`config.mk`:
```
export PLATFORM = sky130hd
export DESIGN_NAME = decode_issue
export DESIGN_NICKNAME = d
export VERILOG_FILES = /design/src/rtl/decode_issue.sv
export SDC_FILE = /design/constraint.sdc
export NUM_CORES = 1
export LEC_CHECK = 0
export ABC_AREA = 1
export BUFFER_PORTS_ARGS = -buffer_cell sky130_fd_sc_hd__buf_2
export CAP_MARGIN = 10
export CORE_MARGIN = 10
export CORE_UTILIZATION = 45
export CTS_BUF_LIST = sky130_fd_sc_hd__clkbuf_4
export CTS_CLUSTER_DIAMETER = 50
export DETAILED_ROUTE_END_ITERATION = 6
export MAX_ROUTING_LAYER = met4
export PLACE_DENSITY_LB_ADDON = 0.3
export SLEW_MARGIN = 30
export SYNTH_ARGS = -nofsm -noshare
export SYNTH_HDL_FRONTEND = slang
export SYNTH_SLANG_ARGS = --single-unit
```
`constraint.sdc`:
```
create_clock -name clk -period 1.7 [get_ports clk]
set_clock_uncertainty 0.1 [all_clocks]
set_input_delay 0.085 -clock clk [delete_from_list [all_inputs] [get_ports clk]]
set_output_delay 0.085 -clock clk [all_outputs]
set_load 0.01 [all_outputs]
```
`src/rtl/decode_issue.sv`:
```
// RV32I decode-and-issue stage: decodes OP, OP-IMM, LUI and AUIPC and presents the
// result through a main register backed by a one-entry skid register.
package decode_issue_pkg;
    typedef logic [31:0] arch_reg;

    typedef enum logic [3:0] {
        ADD         = 4'd0,
        SUB         = 4'd1,
        SLL_SLLI1   = 4'd2,
        SLT_SLTI1   = 4'd3,
        SLTU_SLTIU1 = 4'd4,
        XOR1        = 4'd5,
        SRL_SRLI    = 4'd6,
        SRA_SRAI    = 4'd7,
        OR1         = 4'd8,
        AND1        = 4'd9
    } exec_op_e;

    typedef enum logic {OP1_REG = 1'b0, OP1_PC  = 1'b1} op1_sel_e;
    typedef enum logic {OP2_REG = 1'b0, OP2_IMM = 1'b1} op2_sel_e;

    typedef struct packed {
        op1_sel_e op1_sel;
        op2_sel_e op2_sel;
        exec_op_e exec_op;
    } exec_unit_params;

    typedef struct packed {
        arch_reg         pc;
        arch_reg         imm;
        logic [4:0]      rs1_idx;
        logic [4:0]      rs2_idx;
        logic [4:0]      rd_idx;
        logic            rd_we;
        exec_unit_params params;
        logic            illegal;
    } issue_entry_t;
endpackage

module decode_issue
    import decode_issue_pkg::*;
(
    input  logic            clk,
    input  logic            rst,
    input  logic            flush,
    input  logic            in_valid,
    output logic            in_ready,
    input  logic [31:0]     in_instr,
    input  arch_reg         in_pc,
    output logic            out_valid,
    input  logic            out_ready,
    output arch_reg         out_pc,
    output arch_reg         out_imm,
    output logic [4:0]      out_rs1_idx,
    output logic [4:0]      out_rs2_idx,
    output logic [4:0]      out_rd_idx,
    output logic            out_rd_we,
    output exec_unit_params out_params,
    output logic            out_illegal
);
    localparam logic [6:0] OPC_OP    = 7'b0110011;
    localparam logic [6:0] OPC_OPIMM = 7'b0010011;
    localparam logic [6:0] OPC_LUI   = 7'b0110111;
    localparam logic [6:0] OPC_AUIPC = 7'b0010111;

    function automatic exec_op_e f3_op(input logic [2:0] f3);
        exec_op_e op;
        case (f3)
            3'b000:  op = ADD;
            3'b001:  op = SLL_SLLI1;
            3'b010:  op = SLT_SLTI1;
            3'b011:  op = SLTU_SLTIU1;
            3'b100:  op = XOR1;
            3'b101:  op = SRL_SRLI;
            3'b110:  op = OR1;
            default: op = AND1;
        endcase
        return op;
    endfunction

    logic [6:0]   opcode;
    logic [2:0]   funct3;
    logic [6:0]   funct7;
    logic         legal;
    issue_entry_t dec;

    assign opcode = in_instr[6:0];
    assign funct3 = in_instr[14:12];
    assign funct7 = in_instr[31:25];

    always_comb begin
        dec    = '0;
        dec.pc = in_pc;
        legal  = 1'b0;
        case (opcode)
            OPC_OP: begin
                dec.rs1_idx        = in_instr[19:15];
                dec.rs2_idx        = in_instr[24:20];
                dec.rd_idx         = in_instr[11:7];
                dec.params.op1_sel = OP1_REG;
                dec.params.op2_sel = OP2_REG;
                if (funct7 == 7'b0000000) begin
                    legal              = 1'b1;
                    dec.params.exec_op = f3_op(funct3);
                end else if (funct7 == 7'b0100000 && funct3 == 3'b000) begin
                    legal              = 1'b1;
                    dec.params.exec_op = SUB;
                end else if (funct7 == 7'b0100000 && funct3 == 3'b101) begin
                    legal              = 1'b1;
                    dec.params.exec_op = SRA_SRAI;
                end
            end
            OPC_OPIMM: begin
                dec.rs1_idx        = in_instr[19:15];
                dec.rd_idx         = in_instr[11:7];
                dec.imm            = {{20{in_instr[31]}}, in_instr[31:20]};
                dec.params.op1_sel = OP1_REG;
                dec.params.op2_sel = OP2_IMM;
                dec.params.exec_op = f3_op(funct3);
                legal              = 1'b1;
                // funct7 only qualifies the shift encodings
                if (funct3 == 3'b001 && funct7 != 7'b0000000) begin
                    legal = 1'b0;
                end
                if (funct3 == 3'b101) begin
                    if (funct7 == 7'b0100000) begin
                        dec.params.exec_op = SRA_SRAI;
                    end else if (funct7 != 7'b0000000) begin
                        legal = 1'b0;
                    end
                end
            end
            OPC_LUI, OPC_AUIPC: begin
                dec.rd_idx         = in_instr[11:7];
                dec.imm            = {in_instr[31:12], 12'b0};
                dec.params.op1_sel = (opcode == OPC_AUIPC) ? OP1_PC : OP1_REG;
                dec.params.op2_sel = OP2_IMM;
                dec.params.exec_op = ADD;
                legal              = 1'b1;
            end
            default: legal = 1'b0;
        endcase

        if (!legal) begin
            dec         = '0;
            dec.pc      = in_pc;
            dec.illegal = 1'b1;
        end else begin
            dec.rd_we = (dec.rd_idx != 5'd0);
        end
    end

    issue_entry_t main_q, main_d, skid_q, skid_d;
    logic         main_valid_q, main_valid_d, skid_valid_q, skid_valid_d;
    logic         accept, drain;

    assign in_ready = !skid_valid_q && !rst;
    assign accept   = in_valid && in_ready;
    assign drain    = main_valid_q && out_ready;

    always_comb begin
        main_d       = main_q;
        skid_d       = skid_q;
        main_valid_d = main_valid_q;
        skid_valid_d = skid_valid_q;
        if (flush) begin
            main_valid_d = 1'b0;
            skid_valid_d = 1'b0;
        end else if (!main_valid_q || drain) begin
            // skid is older than any new input, so it refills main first
            if (skid_valid_q) begin
                main_d       = skid_q;
                main_valid_d = 1'b1;
                skid_valid_d = accept;
                if (accept) begin
                    skid_d = dec;
                end
            end else begin
                main_valid_d = accept;
                if (accept) begin
                    main_d = dec;
                end
            end
        end else if (accept) begin
            skid_d       = dec;
            skid_valid_d = 1'b1;
        end
    end

    always_ff @(posedge clk) begin
        if (rst) begin
            main_q       <= '0;
            skid_q       <= '0;
            main_valid_q <= 1'b0;
            skid_valid_q <= 1'b0;
        end else begin
            main_q       <= main_d;
            skid_q       <= skid_d;
            main_valid_q <= main_valid_d;
            skid_valid_q <= skid_valid_d;
        end
    end

    assign out_valid   = main_valid_q;
    assign out_pc      = main_q.pc;
    assign out_imm     = main_q.imm;
    assign out_rs1_idx = main_q.rs1_idx;
    assign out_rs2_idx = main_q.rs2_idx;
    assign out_rd_idx  = main_q.rd_idx;
    assign out_rd_we   = main_q.rd_we;
    assign out_params  = main_q.params;
    assign out_illegal = main_q.illegal;
endmodule

```
# --- Word-level counts from Yosys, hierarchy flattened ---
# Cells that the tools add are included.
op_classes:
  eq_ne: 12
  mux: 32
  bitwise: 1
  reduce_logical: 22
ops:
  columns: ["operator", "n"]
  rows:
  - ["$mux W87", 5]
  - ["$pmux W32 S2", 1]
  - ["$mux W47", 1]
  - ["$pmux W4 S7", 1]
  - ["$eq A7 B6 Y1 const B", 3]
  - ["$pmux W6 S3", 1]
  - ["$mux W5", 3]
  - ["$eq A7 B5 Y1 const B", 2]
  - ["$mux W1", 13]
  - ["$mux W4", 3]
  - ["$eq A3 B3 Y1 const B", 3]
  - ["$logic_not A7 Y1", 1]
  - ["$mux W7", 1]
  - ["$reduce_bool A7 Y1", 1]
  - ["$eq A3 B2 Y1 const B", 2]
  - ["$logic_and A1 B1 Y1", 6]
  - ["$mux W3", 2]
  - ["$reduce_or A2 Y1", 3]
  - ["$reduce_bool A5 Y1", 1]
  - ["$reduce_bool A2 Y1", 2]
  - ["$reduce_or A4 Y1", 1]
  - ["$eq A3 B1 Y1 const B", 1]
  - ["$logic_not A1 Y1", 3]
  - ["$logic_not A3 Y1", 1]
  - ["other kinds (6)", 6]
word_totals:
  ff_bits: 176
  inputBits: 69
  output_inout_bits: 89

# --- Depth between registers and ports, before layout ---
# Gate-level depths: netlist of the first run.
depth:
  depth_word: 11
  mapped_depth: 13
  depth_no_buf: 11

# --- Worst setup path before layout of the first run ---
# Ideal clock, no wire load.
synth_path:
  kind: "register -> register"
  start: "register skid_valid_q"
  end: "register main_q, in the netlist out_params[1]"
  setup_time_ns: 0.119
  t_arrival_ns: 1.531
  required_ns: 1.481
  path_slack_ns: -0.051
  stages_incl_launch_ff: 10
  path_buffers: 3
  synth_period_minus_slack_ns: 1.751
  cell_sequence: "dfxtp_1 -> buf_2 -> nor3b_2 -> nor2_1 -> nor3_4 -> inv_2 -> buf_2 -> buf_6 -> a21oi_1 -> a21oi_1"
synth_between:
  elab_chain_len: 5
  word_cells_on_any_way: 6
  classes_between: "mux (1); reduce/logical (5)"
synth_rtl:
  columns: ["element", "line_no", "text"]
  rows:
  - ["start: declaration", "154", "logic main_valid_q, main_valid_d, skid_valid_q, skid_valid_d;"]
  - ["start signal: assignment", "200", "skid_valid_q <= skid_valid_d;"]
  - ["$logic_not A1 Y1", "157", "assign in_ready = !skid_valid_q && !rst;"]
  - ["$logic_and A1 B1 Y1", "157", null]
  - ["$logic_and A1 B1 Y1", "158", "assign accept = in_valid && in_ready;"]
  - ["$reduce_bool A2 Y1 (no source line)", null, null]
  - ["$reduce_and A3 Y1 (no source line)", null, null]
  - ["end signal: assignment", "197", "main_q <= main_d;"]
  - ["end: declaration", "153", "issue_entry_t main_q, main_d, skid_q, skid_d;"]
# Several ways; a longest one is shown, not always the timed one.
# A chain may end at the register's enable or synchronous reset.

# --- Worst setup path after layout of the first run ---
layout_path:
  start: "register skid_valid_q"
  end: "register main_q, in the netlist out_rd_idx[4]"
# The elaborated chain is that of the path after synthesis.

==> results summary, run 1 <==
Of the total synthesized cell area, the portion taken by XOR and XNOR cells is 0%. The worst hold path class is in -> reg. The slew at the pin with the worst max-slew slack is 0.782 ns. The maximum vdd ir drop is 0.396 mV. The number of hold violations in the final report came out at 0. The count of standard-cell rows came out at 46. The number of placed cells counting well taps came out at 1359. The number of flip-flops and latches in the synthesized netlist came out at 176.

The combinational family with the most area after synthesis is simple AND/OR/NAND/NOR gates. In this run the remaining antenna-violating nets after routing total 0. The horizontal extent of the die came out at 148 um. Using the TritonRoute via totals, the vias-per-cell ratio works out to 5.30. The time the worst path needs with I/O delays and setup came out at 1.67 ns. The leakage power of the design is 4.41 nW. The finished layout holds 1470 standard cells, fillers aside. The summed instance area of the synthesized netlist came out at 0.00742 mm2.

The routed length per instance came out at 15.6 um. The worst-case setup slack after placement is -0.0647 ns. The count of synthesis-stage warnings from yosys came out at 0. The die height came out at 148 um. The violation count after the first detailed-routing iteration came out at 815. The wire length of the first global-routing pass is 36300 um. The worst-skew pair later-pin latency is 0.59 ns. The tightest hold margin is 0.182 ns. The post-synthesis adder-cell area fraction is 0%. The post-route netlist has 23.2% of its cells at a drive strength greater than 1. The post-synth net total is 1099. The data arrival time of the worst path came out at 2.08 ns. The worst setup path is captured at a flop. In the routed design, unresolved DRC markers number 0. The final routed wirelength across all metal layers came out at 23000 um.

The routability congestion estimate from global placement is 0.813. The initial antenna violation count is 1. The final setup violation count is 0. The count of max-cap constraint violations is 0. In the final design database the tool counted 1309 nets. The flow ran to the end, and the final reports show no timing, DRC or antenna violations. The clock passes through at most 2 buffers. In this run the tool buffered the top-level ports with 157 buffer cells.

At the end of the flow the core is filled with cells to 61.7%. Entering global routing, the biggest net connects 75 pins. The total overflow reported by the global router is 0. The initial utilization of the core area, before any placement, comes to 46.4%. The simple-gate share of the synthesized area is 23.2%. The fmax came out at 0.598 GHz. The area growth from synthesis to layout is 33.0%. The critical-path maximum fanout is 24. STA classifies the critical path startpoint as a flop.

The clock transition at the registers of the reported paths came out at 0.16 ns. The number of inserted filler cells in the final layout is 1490. The placeable core area is 0.0160 mm2. The max-slew headroom at the worst pin is 47.9%. The worst path required time is 2.11 ns. Total power for the finished layout comes to 7.35 mW. For the final routed database, the setup TNS stands at 0 ns. The mux share of post-synthesis cell area is 0%. The number of iterations in the first detailed-routing pass came out at 5. The mean area per synthesized cell is 7.20 um2. The synthesized instance count is 1030.

TritonCTS built the clock tree. The share of the clock period used by the worst path after layout came out at 98.4%. The number of CTS-inserted buffers came out at 17. Once placement finished, the instance area stood at 0.00867 mm2. Setup slack closes at 0.0265 ns. The final instance area is 0.00987 mm2. The count of pins over their slew limit is 0. The synthesized-area fraction occupied by ao, oa, aoi and oai cells came out at 21.8%. The root buffer cell chosen for the clock tree is sky130_fd_sc_hd__clkbuf_4.

The via count of the first global-routing pass came out at 7193. Across all layers, the routed design uses 7794 vias. Counting every sink on the clock net gives 176. The H-tree was split into 4 levels. The power per cell area came out at 745 mW/mm2. The share of the yosys chip area belonging to registers is 47.5%. Setup repair after global routing could not meet its margin everywhere.

Across every metal layer, demand over resource in global routing totals 20.4%. The HPWL after detailed placement came out at 14000 um. The area of the die is 0.0220 mm2. The number of distinct library cells after synthesis is 24. The critical path is of the reg -> reg type.

In this run the count of I/O pins placed on the die edge is 158.
[final timing paths]
| kind | slack [ns] | endpoint | start | cells past startpoint |
|---|---|---|---|---|
| min reg2reg | 0.37 | out_imm[25]$_SDFFE_PP0P_ | out_imm[25]$_SDFFE_PP0P_ | 2 |
| max | 0.03 | out_rd_idx[4]$_SDFFE_PP0P_ | skid_valid_q$_SDFFE_PP0P_ | 8 |
| min | 0.18 | skid_q[8]$_SDFFE_PP0P_ | in_instr[7] | 4 |
| max reg2reg | 0.03 | out_rd_idx[4]$_SDFFE_PP0P_ | skid_valid_q$_SDFFE_PP0P_ | 8 |
[state kept, by name (all words and copies together), names as in the netlist, 5 cells and up]
| signal | flops |
|---|---|
| out_imm | 32 |
| out_params | 6 |
| out_pc | 32 |
| out_rd_idx | 5 |
| out_rs1_idx | 5 |
| out_rs2_idx | 5 |
| skid_q | 87 |
[layout make-up]
cell class	instances	area, um2	share of cell area, %
Antenna cell	1	2.50	0.0254
Clock buffer	17	128	1.29
Clock inverter	15	138	1.39
Inverter	51	201	2.04
Multi-Input combinational cell	719	3510	35.6
Sequential cell	176	3530	35.7
Tap cell	216	270	2.74
Timing Repair Buffer	275	2090	21.2
[layer usage]
layer / part of all wire (%) / routed length [um] / track usage (%)
met5: 0 / 0 / -
met4: 2.0 / 456 / 6.99
met3: 5.9 / 1370 / 3.91
met2: 48 / 11000 / 32.0
met1: 44 / 10200 / 25.8
[repair_timing]
action | 4_1_cts | 5_1_grt
hold buffers | 71 | 1
pin swaps | 1 | 0
setup buffers | 0 | 3
hold endpoints to repair | 170 | 2
setup endpoints to repair | 55 | 141
resized for setup | 1 | 22
cloned | 0 | 5
[Yosys cell counts]
library cell	n	area share, %
sky130_fd_sc_hd__dfxtp_1	176	47
sky130_fd_sc_hd__nand2_2	1	0.084
sky130_fd_sc_hd__nor3_1	2	0.13
sky130_fd_sc_hd__a211oi_1	1	0.10
sky130_fd_sc_hd__nand3_1	62	4.2
sky130_fd_sc_hd__clkinv_1	1	0.051
sky130_fd_sc_hd__nand2_1	187	9.5
sky130_fd_sc_hd__inv_1	46	2.3
sky130_fd_sc_hd__nand4_1	16	1.3
sky130_fd_sc_hd__nor3_4	1	0.22
sky130_fd_sc_hd__nor2_2	1	0.084
sky130_fd_sc_hd__buf_1	2	0.10
sky130_fd_sc_hd__a21oi_1	123	8.3
sky130_fd_sc_hd__a31oi_1	32	2.7
sky130_fd_sc_hd__nor4_1	2	0.17
sky130_fd_sc_hd__nor3b_2	1	0.17
sky130_fd_sc_hd__buf_2	26	1.8
sky130_fd_sc_hd__nand3_2	2	0.27
sky130_fd_sc_hd__o211ai_1	19	1.9
sky130_fd_sc_hd__clkbuf_1	53	2.7
sky130_fd_sc_hd__o21ai_0	130	8.8
sky130_fd_sc_hd__nor2_1	139	7.0
sky130_fd_sc_hd__inv_2	4	0.20
sky130_fd_sc_hd__buf_6	3	0.46
[cell families (layout without fill, tap and decap cells)]
family,after synthesis,in the layout
AND/OR/NAND/NOR,414,414
AO/OA/AOI/OAI,305,305
flip-flops,176,176
buffers and inverters,135,358
other,0,1
[power by group]
group | internal (mW) | total (mW) | switching, mW
combinational | 0.374 | 0.815 | 0.442
sequential | 4.22 | 4.27 | 0.0502
clock | 0.735 | 2.27 | 1.54
total | 5.32 | 7.35 | 2.03
[critical path, cell delays in order (launching register included)]
cell and delay [ns]:
sky130_fd_sc_hd__dfxtp_4 0.39, sky130_fd_sc_hd__nor3b_4 0.19, sky130_fd_sc_hd__nor2_2 0.09, sky130_fd_sc_hd__nor3_4 0.18
sky130_fd_sc_hd__buf_4 0.16, sky130_fd_sc_hd__inv_4 0.07, sky130_fd_sc_hd__buf_12 0.18, sky130_fd_sc_hd__a21oi_1 0.15
sky130_fd_sc_hd__a21oi_1 0.08
[placed cells by master, fill, tap and decap left out, drive strengths merged]
cell	instances
nor4	2
a31oi	32
nor3b	1
clkinvlp	6
inv	50
dfxtp	176
diode	1
nand3	64
a211oi	1
nor3	3
clkinv	9
o211ai	19
nand2	188
clkbuf	22
a21oi	123
o21ai	130
nand4	16
dlygate4sd3	71
nor2	140
bufinv	1
buf	199
Power figures use the tool's default switching activity.
==> inputs of run 2 (changes only) <==
--- a/config.mk
+++ b/config.mk
@@ -5,7 +5,6 @@
 export SDC_FILE = /design/constraint.sdc
 export NUM_CORES = 1
 export LEC_CHECK = 0
-export ABC_AREA = 1
 export BUFFER_PORTS_ARGS = -buffer_cell sky130_fd_sc_hd__buf_2
 export CAP_MARGIN = 10
 export CORE_MARGIN = 10
==> run 2 against run 1 <==
  * The run now ends with setup timing left
  * Synthesized cell count fell by 15%
  * Utilization up 5.5 points
  * Design area rose by 9.0%
  * Critical path depth fell by 1
  * Sequential share of layout area down 2.9 points
  * Clock power shrank 2%
  * Setup slack lost 0.12 ns
  * Via count shrank 1.1%
  * Synthesized area decreased by 0.52%
  * Cell count is 6.7% lower
  * Count of clock-buffer cells in the layout is 1 higher
  * Critical endpoint is now skid_q[46]$_SDFFE_PP0P_
==> results summary, run 2 <==
The count of antenna-violating nets left after detailed routing is 0. The area overhead of the layout relative to synthesis is 45.7%. The count of pins over their slew limit came out at 0. The routed length per instance came out at 18.7 um. TritonCTS built the clock tree. The library cells used most frequently in the layout, excluding fill and tap cells, are 174 x sky130_fd_sc_hd__dfxtp_1, 155 x sky130_fd_sc_hd__buf_2, 97 x sky130_fd_sc_hd__nand2_1, 82 x sky130_fd_sc_hd__nor2_1, 69 x sky130_fd_sc_hd__buf_4. The initial antenna violation count came out at 1. The data arrival time of the worst path came out at 2.15 ns. Dividing total power by cell area gives a power density of 690 mW/mm2. The time the worst path needs with I/O delays and setup is 1.79 ns. In the synthesized netlist the async set-or-reset flop fraction comes to 0%. The remaining design rule violation count came out at 0. The worst-case register-to-register setup slack is -0.09 ns.

The mean area per synthesized cell is 8.39 um2. During synthesis, Yosys emitted a total of 0 warnings. The xor and xnor fraction of the mapped netlist area is 0.237%. The wire length of the first global-routing pass is 38800 um. The count of cells in the finished layout, fillers not included, comes to 1371. The slew at the pin with the worst max-slew slack came out at 0.655 ns. For this run, the slowest stage of the critical path takes 0.41 ns. The final layout contains 1210 nets. The number of flip-flops and latches in the synthesized netlist came out at 176. The H-tree was split into 4 levels. The share of the yosys chip area belonging to registers came out at 47.7%. In this run the tightest slew margin relative to its limit is 56.3%.

The flow ran to the end, but the final reports show violations. The synthesized netlist devotes 24.8% of its cell area to compound gates. STA classifies the critical path startpoint as a flop. Among all flip-flop cells after synthesis, the most frequent one is sky130_fd_sc_hd__dfxtp_1. The cell area that synthesis handed to floorplanning was 0.00738 mm2. The count of max-cap constraint violations is 0. Setup violations remaining at the end of the flow were counted as 27. Counting every sink on the clock net gives 176.

The post-synthesis adder-cell area fraction came out at 0%. The HPWL after detailed placement came out at 15500 um. Including well taps, the total number of placed cells is 1242. The initial cell density of the core came out at 46.1%. The placeable core area is 0.0160 mm2. The die is 148 um wide. By count the netlist is led by 176 x sky130_fd_sc_hd__dfxtp_1, 123 x sky130_fd_sc_hd__nand2_1, 85 x sky130_fd_sc_hd__nor2_1, 78 x sky130_fd_sc_hd__a211oi_1, 76 x sky130_fd_sc_hd__a21oi_1. The proportion of layout cells with a drive suffix above 1 came out at 33.9%. The combinational family with the most area after synthesis is compound AO/OA/AOI/OAI gates. The post-synth net total came out at 949.

More flip-flops sit in one register than any other, and that register is skid_q. The final instance area came out at 0.0108 mm2. The number of distinct library cells after synthesis is 55. At the worst endpoint, the required time is 2.07 ns. The worst-case setup slack after placement came out at -0.208 ns. After synthesis, the cell types taking the most area are sky130_fd_sc_hd__dfxtp_1 48%, sky130_fd_sc_hd__a211oi_1 7.9%, sky130_fd_sc_hd__nand2_1 6.3%. The number of CTS-inserted buffers is 17.

The area of the die came out at 0.0219 mm2. Leaving out fill and tap cells, the most frequent cell in the layout is sky130_fd_sc_hd__dfxtp_1. The routed design has 25700 um of wire. Global routing consumed, over all layers together, 22.2% of the routing resources. The mux share of post-synthesis cell area came out at 4.34%.

The critical path goes through nor2b_4, nand3_2, or3_4, buf_12, buf_16, a211oi_4, nor3_2. Counting flops with a built-in enable in the synthesized netlist gives 0. The routability congestion estimate from global placement came out at 0.950. Synthesis produced a netlist whose cell count is 880. Across the VDD grid, the largest voltage drop is 0.503 mV. The I/O pin count is 158.

The longest clock path from root to sink contains 2 buffers. The via count of the first global-routing pass is 7170. Of the available clock period, the critical path in the final layout requires 105%. The worst setup path is captured at a flop. The top-area cell type share of the netlist area came out at 47.7%.

The placed instances occupy a cell area of 0.00880 mm2. The simple-gate share of the synthesized area is 18.1%. Counting both buffers and inverters, the worst setup path holds a total of 2. On the final layout, the worst hold slack is 0.0521 ns. The slowest library cell on the worst path is sky130_fd_sc_hd__or3_4. The worst path setup slack after routing came out at -0.0891 ns. The number of input and output port buffers inserted is 157. The setup path with the least slack is of type reg -> reg.

The floorplan step set the die height to 148 um. The violation count after the first detailed-routing iteration came out at 719. The cell type with the highest aggregate area in the netlist is sky130_fd_sc_hd__dfxtp_1. The critical-path maximum fanout came out at 9. The worst hold path class is in -> reg.

The gate family responsible for the most delay along the worst path is simple AND/OR/NAND/NOR gates. The number of hold violations in the final report came to 0. The clock reaches the later pin of the worst-skew pair after 0.59 ns. Summed over all cells, the static leakage comes to 4.19 nW. The via total after detailed routing is 7711. The via-per-instance ratio is 5.62. The number of stages on the worst hold path is 5. The path length in cells of the critical path is 7. The count of standard-cell rows came out at 46. Yosys instantiated no cell more often than sky130_fd_sc_hd__dfxtp_1.

The count of cells along the worst register-to-register path is 7. The number of iterations in the first detailed-routing pass is 7. The clock transition at the registers of the reported paths is 0.13 ns. Static timing analysis puts the maximum clock frequency at 0.559 GHz. The pin count of the biggest net entering global routing came out at 57. CTS placed an instance of sky130_fd_sc_hd__clkbuf_4 at the clock tree root. Setup repair after global routing could not meet its margin everywhere. The final reports fail on setup timing. The register with the most flip-flops in the layout has 87 of them.

The total overflow reported by the global router came out at 0. Overall power consumption after layout is estimated at 7.42 mW.
run 2: cell types whose count changed after synthesis, sizes merged, moves of 14 or more:
cell and delta:
a31oi -29, nand2 -65, inv -46, nand4 -14, mux2i +32, a211oi +81
nor3 +35, nor2 -55, a21oi -47, clkbuf +14, nand3 -39, o21ai -80
run 2: timing repair:
item	4_1_cts	5_1_grt
setup buffers	7	8
hold endpoints to repair	168	2
endpoints found under the setup margin	116	147
pin swaps	11	25
hold buffers	65	2
gates cloned	7	9
gates resized for setup	43	95
run 2: worst min-delay path, cell delays in order:
cell	delay, ns
sky130_fd_sc_hd__buf_2	0.14
sky130_fd_sc_hd__buf_4	0.15
sky130_fd_sc_hd__nand3_1	0.09
sky130_fd_sc_hd__nor2_1	0.10
sky130_fd_sc_hd__a22o_1	0.14
run 2: layout make-up:
class / instances / area [um2]
antenna: 1 / 2.50
tap: 216 / 270
multi-input combinational: 615 / 3970
sequential: 176 / 3530
clock buffer: 18 / 135
fill: 1326 / 5240
timing repair buffer: 327 / 2720
inverter: 4 / 15.0
clock inverter: 14 / 116
run 2: cells by family (layout without fill, tap and decap cells):
kind of cell | count (synthesis) | count (layout)
AOI/OAI and AO/OA | 277 | 277
xor gates and xnor gates | 2 | 2
buffers and inverters | 89 | 363
DFF | 176 | 176
muxes | 32 | 32
other | 0 | 1
and+or+nand+nor | 304 | 304
run 2: path summary, 6_finish.rpt:
kind | from | to
min | in_instr[14] | skid_q[4]$_SDFFE_PP0P_
min reg2reg | out_imm[19]$_SDFFE_PP0P_ | out_imm[19]$_SDFFE_PP0P_
max | out_valid$_SDFFE_PP0N_ | skid_q[46]$_SDFFE_PP0P_
max reg2reg | out_valid$_SDFFE_PP0N_ | skid_q[46]$_SDFFE_PP0P_
run 2: power breakdown:
part	switching, mW	leakage [nW]	internal (mW)	total, mW
registers	0.0387	1.43	4.20	4.24
logic	0.512	2.64	0.438	0.950
clock network	1.50	0.127	0.731	2.23
run 2: through the flow:
step / setup TNS, ns / util, %
6_report: -0.754 / 67.2
5_1_grt: -4.99 / 67.2
4_1_cts: -2.24 / 63.5
3_5_place_dp: -13.55 / 55.0
3_3_place_gp: -10.01 / 55.0
2_1_floorplan: -0.00371 / -
run 2: layer usage:
layer	track usage, %	wire length (um)	share of wire [%]
met5	-	0	0
met4	6.39	539	2.1
met2	34.6	12200	48
met1	28.1	11100	43
met3	5.43	1770	6.9
==> inputs of run 3 (changes only) <==
--- a/config.mk
+++ b/config.mk
@@ -12,8 +12,8 @@
 export CTS_BUF_LIST = sky130_fd_sc_hd__clkbuf_4
 export CTS_CLUSTER_DIAMETER = 50
 export DETAILED_ROUTE_END_ITERATION = 6
-export MAX_ROUTING_LAYER = met4
 export PLACE_DENSITY_LB_ADDON = 0.3
+export RECOVER_POWER = 50
 export SLEW_MARGIN = 30
 export SYNTH_ARGS = -nofsm -noshare
 export SYNTH_HDL_FRONTEND = slang
==> run 3 against run 2 <==
  * The run still ends with setup timing left
  * Sequential power hardly changed
  * Via count is 0.30% lower
  * Utilization is 0.77 points lower
  * Maximum frequency is 0.75% higher
  * Largest power group unchanged
  * Highest routed layer unchanged
  * Critical endpoint unchanged
  * Non-clock buffer count is 1 lower
  * Critical path type unchanged
  * Design area is 1.1% lower
==> results summary, run 3 (synthesis gave the netlist of run 2 again) <==
The count of pins over their slew limit came out at 0. The combined global-route utilization of all metal layers came out at 21.6%. The final routed wirelength across all metal layers came out at 25700 um. The worst path uses 104% of the clock period. The routed length per instance came out at 18.8 um. The via count of the first global-routing pass came out at 7171. The clock network fraction of design power came out at 30.1%. STA classifies the critical path endpoint as a flop. The HPWL after detailed placement came out at 15500 um.

The sequential fraction of design power came out at 57.4%. TritonCTS built the clock tree. The proportion of layout cells with a drive suffix above 1 is 27.1%. The combinational power share came out at 12.6%.

The horizontal extent of the die came out at 148 um. The kind of start point of the critical path is a flop. The worst path required time came out at 2.07 ns. The via total after detailed routing is 7688. The tightest hold margin is 0.0621 ns. The number of H-tree levels is 4.

The number of nets in the final layout is 1209. The pin count of the biggest net entering global routing came out at 57. STA puts the critical path data arrival time at 2.15 ns. The area of the die came out at 0.0219 mm2. The count of max-cap constraint violations is 0. Setup total negative slack on the finished layout was measured at -0.758 ns. The setup path with the least slack is of type reg -> reg. The library cells used most frequently in the layout, excluding fill and tap cells, are 174 x sky130_fd_sc_hd__dfxtp_1, 96 x sky130_fd_sc_hd__nand2_1, 82 x sky130_fd_sc_hd__nor2_1, 79 x sky130_fd_sc_hd__clkbuf_1, 76 x sky130_fd_sc_hd__buf_2. The routed design could run at a clock period as short as 1.78 ns.

The signal on the critical path passes through nor2b_4, nand3_2, or3_4, buf_12, buf_16, a211oi_4, nor3_2. The fmax came out at 0.563 GHz. The number of hold violations in the final report came to 0.

The number of iterations in the first detailed-routing pass came out at 5. The initial antenna violation count came out at 1. The I/O pin count came out at 158.

The floorplan has 46 rows. The clock transition at the registers of the reported paths came out at 0.14 ns. The count of nets left with antenna violations once routing finished came out at 0. The clock passes through at most 2 buffers. The final setup violation count came out at 27. The power per cell area is 696 mW/mm2.

The internal power of the cells totals 5.35 mW. The die height is 148 um. In this run the power spent charging and discharging nets is 2.04 mW. The largest stage delay on the critical path is 0.40 ns. The number of clock sinks is 176. For this run, the share of the core covered by cells in the final layout is 66.5%. The net switching fraction of the power is 27.6%. The worst-skew pair later-pin latency is 0.59 ns. The worst path setup slack after routing is -0.0758 ns. The slew at the pin with the worst max-slew slack came out at 0.663 ns. The flip-flop count of the largest register after layout is 87. The number of input and output port buffers inserted came out at 157. The violation count after the first detailed-routing iteration came out at 737. The total overflow reported by the global router is 0. The number of CTS-inserted buffers is 17.

Across the VDD grid, the largest voltage drop is 0.501 mV. In this run the static leakage power is 3.85 nW. For this design, the slowest cell found on the critical path is sky130_fd_sc_hd__or3_4. The worst pin sits at a relative slew slack of 55.8%. The run finished, with violations left. The via-per-instance ratio is 5.61. The library cell used most frequently in the layout, excluding fill and tap cells, is sky130_fd_sc_hd__dfxtp_1. The critical-path maximum fanout is 9. The initial cell density of the core came out at 46.1%. The root buffer cell is sky130_fd_sc_hd__clkbuf_4. The placeable core area is 0.0160 mm2. The area overhead of the layout relative to synthesis is 44.1%.

The routability congestion estimate from global placement is 0.934. After detailed routing, the number of remaining DRC violations is 0. The checks that failed: setup timing. The register with the most flip-flops in the final layout is skid_q. The wire length of the first global-routing pass is 38800 um. The worst hold path class is in -> reg. Setup repair after global routing could not meet its margin everywhere.
run 3: critical path, delay by kind of cell, from the launching register on:
| family | cells | cell delay [ns] |
|---|---|---|
| AOI/OAI and AO/OA | 1 | 0.17 |
| DFF | 1 | 0.35 |
| buffers and inverters | 2 | 0.34 |
| and+or+nand+nor | 4 | 0.70 |
run 3: layout make-up:
cell class                 instances  area, um2
clock buffer                      18        135
antenna                            1       2.50
timing repair buffer             326       2590
clock inverter                    14        116
multi-input combinational        615       3980
sequential                       176       3530
inverter                           4       15.0
fill                            1374       5370
tap                              216        270
run 3: repair_timing:
action | 4_1_cts | 5_1_grt
pin swaps | 11 | 28
hold endpoints to repair | 168 | 2
hold buffers | 65 | 2
endpoints found under the setup margin | 116 | 146
buffers inserted | 7 | 8
cloned | 7 | 9
resized for setup | 43 | 97
run 3: power groups by stage:
stage	Combinational, mW	Clock, mW	Sequential [mW]
finish	0.931	2.22	4.24
CTS	0.893	2.27	4.24
detailed placement	0.733	0	4.33
global route	1.01	2.41	4.25
global placement	0.726	0	4.33
floorplan	0.319	0	4.36
run 3: stage by stage:
step / cells / power, mW / setup slack, ns / area, um2
floorplan: 880 / 4.68 / -0.00371 / 7440
global placement: 1242 / 5.05 / -0.255 / 8800
detailed placement: 1242 / 5.06 / -0.208 / 8800
CTS: 1353 / 7.40 / -0.117 / 10200
global route: 1370 / 7.67 / -0.120 / 10600
finish: 1370 / 7.40 / -0.0758 / 10600
run 3: per-layer routing:
layer	wire [um]	track usage, %	vias to the layer above
met2	12200	34.6	315
met1	10900	28.0	3636
met5	0	0	-
li1	-	-	3697
met3	2090	5.76	40
met4	476	6.39	0
run 3: final timing paths:
path / startpoint / end / slack [ns] / cells past startpoint
setup / recovery: out_valid$_SDFFE_PP0N_ / skid_q[46]$_SDFFE_PP0P_ / -0.08 / 7
hold / removal: in_instr[14] / skid_q[4]$_SDFFE_PP0P_ / 0.06 / 5
setup reg to reg: out_valid$_SDFFE_PP0N_ / skid_q[46]$_SDFFE_PP0P_ / -0.08 / 7
hold reg to reg: skid_q[83]$_SDFFE_PP0P_ / skid_q[83]$_SDFFE_PP0P_ / 0.36 / 2
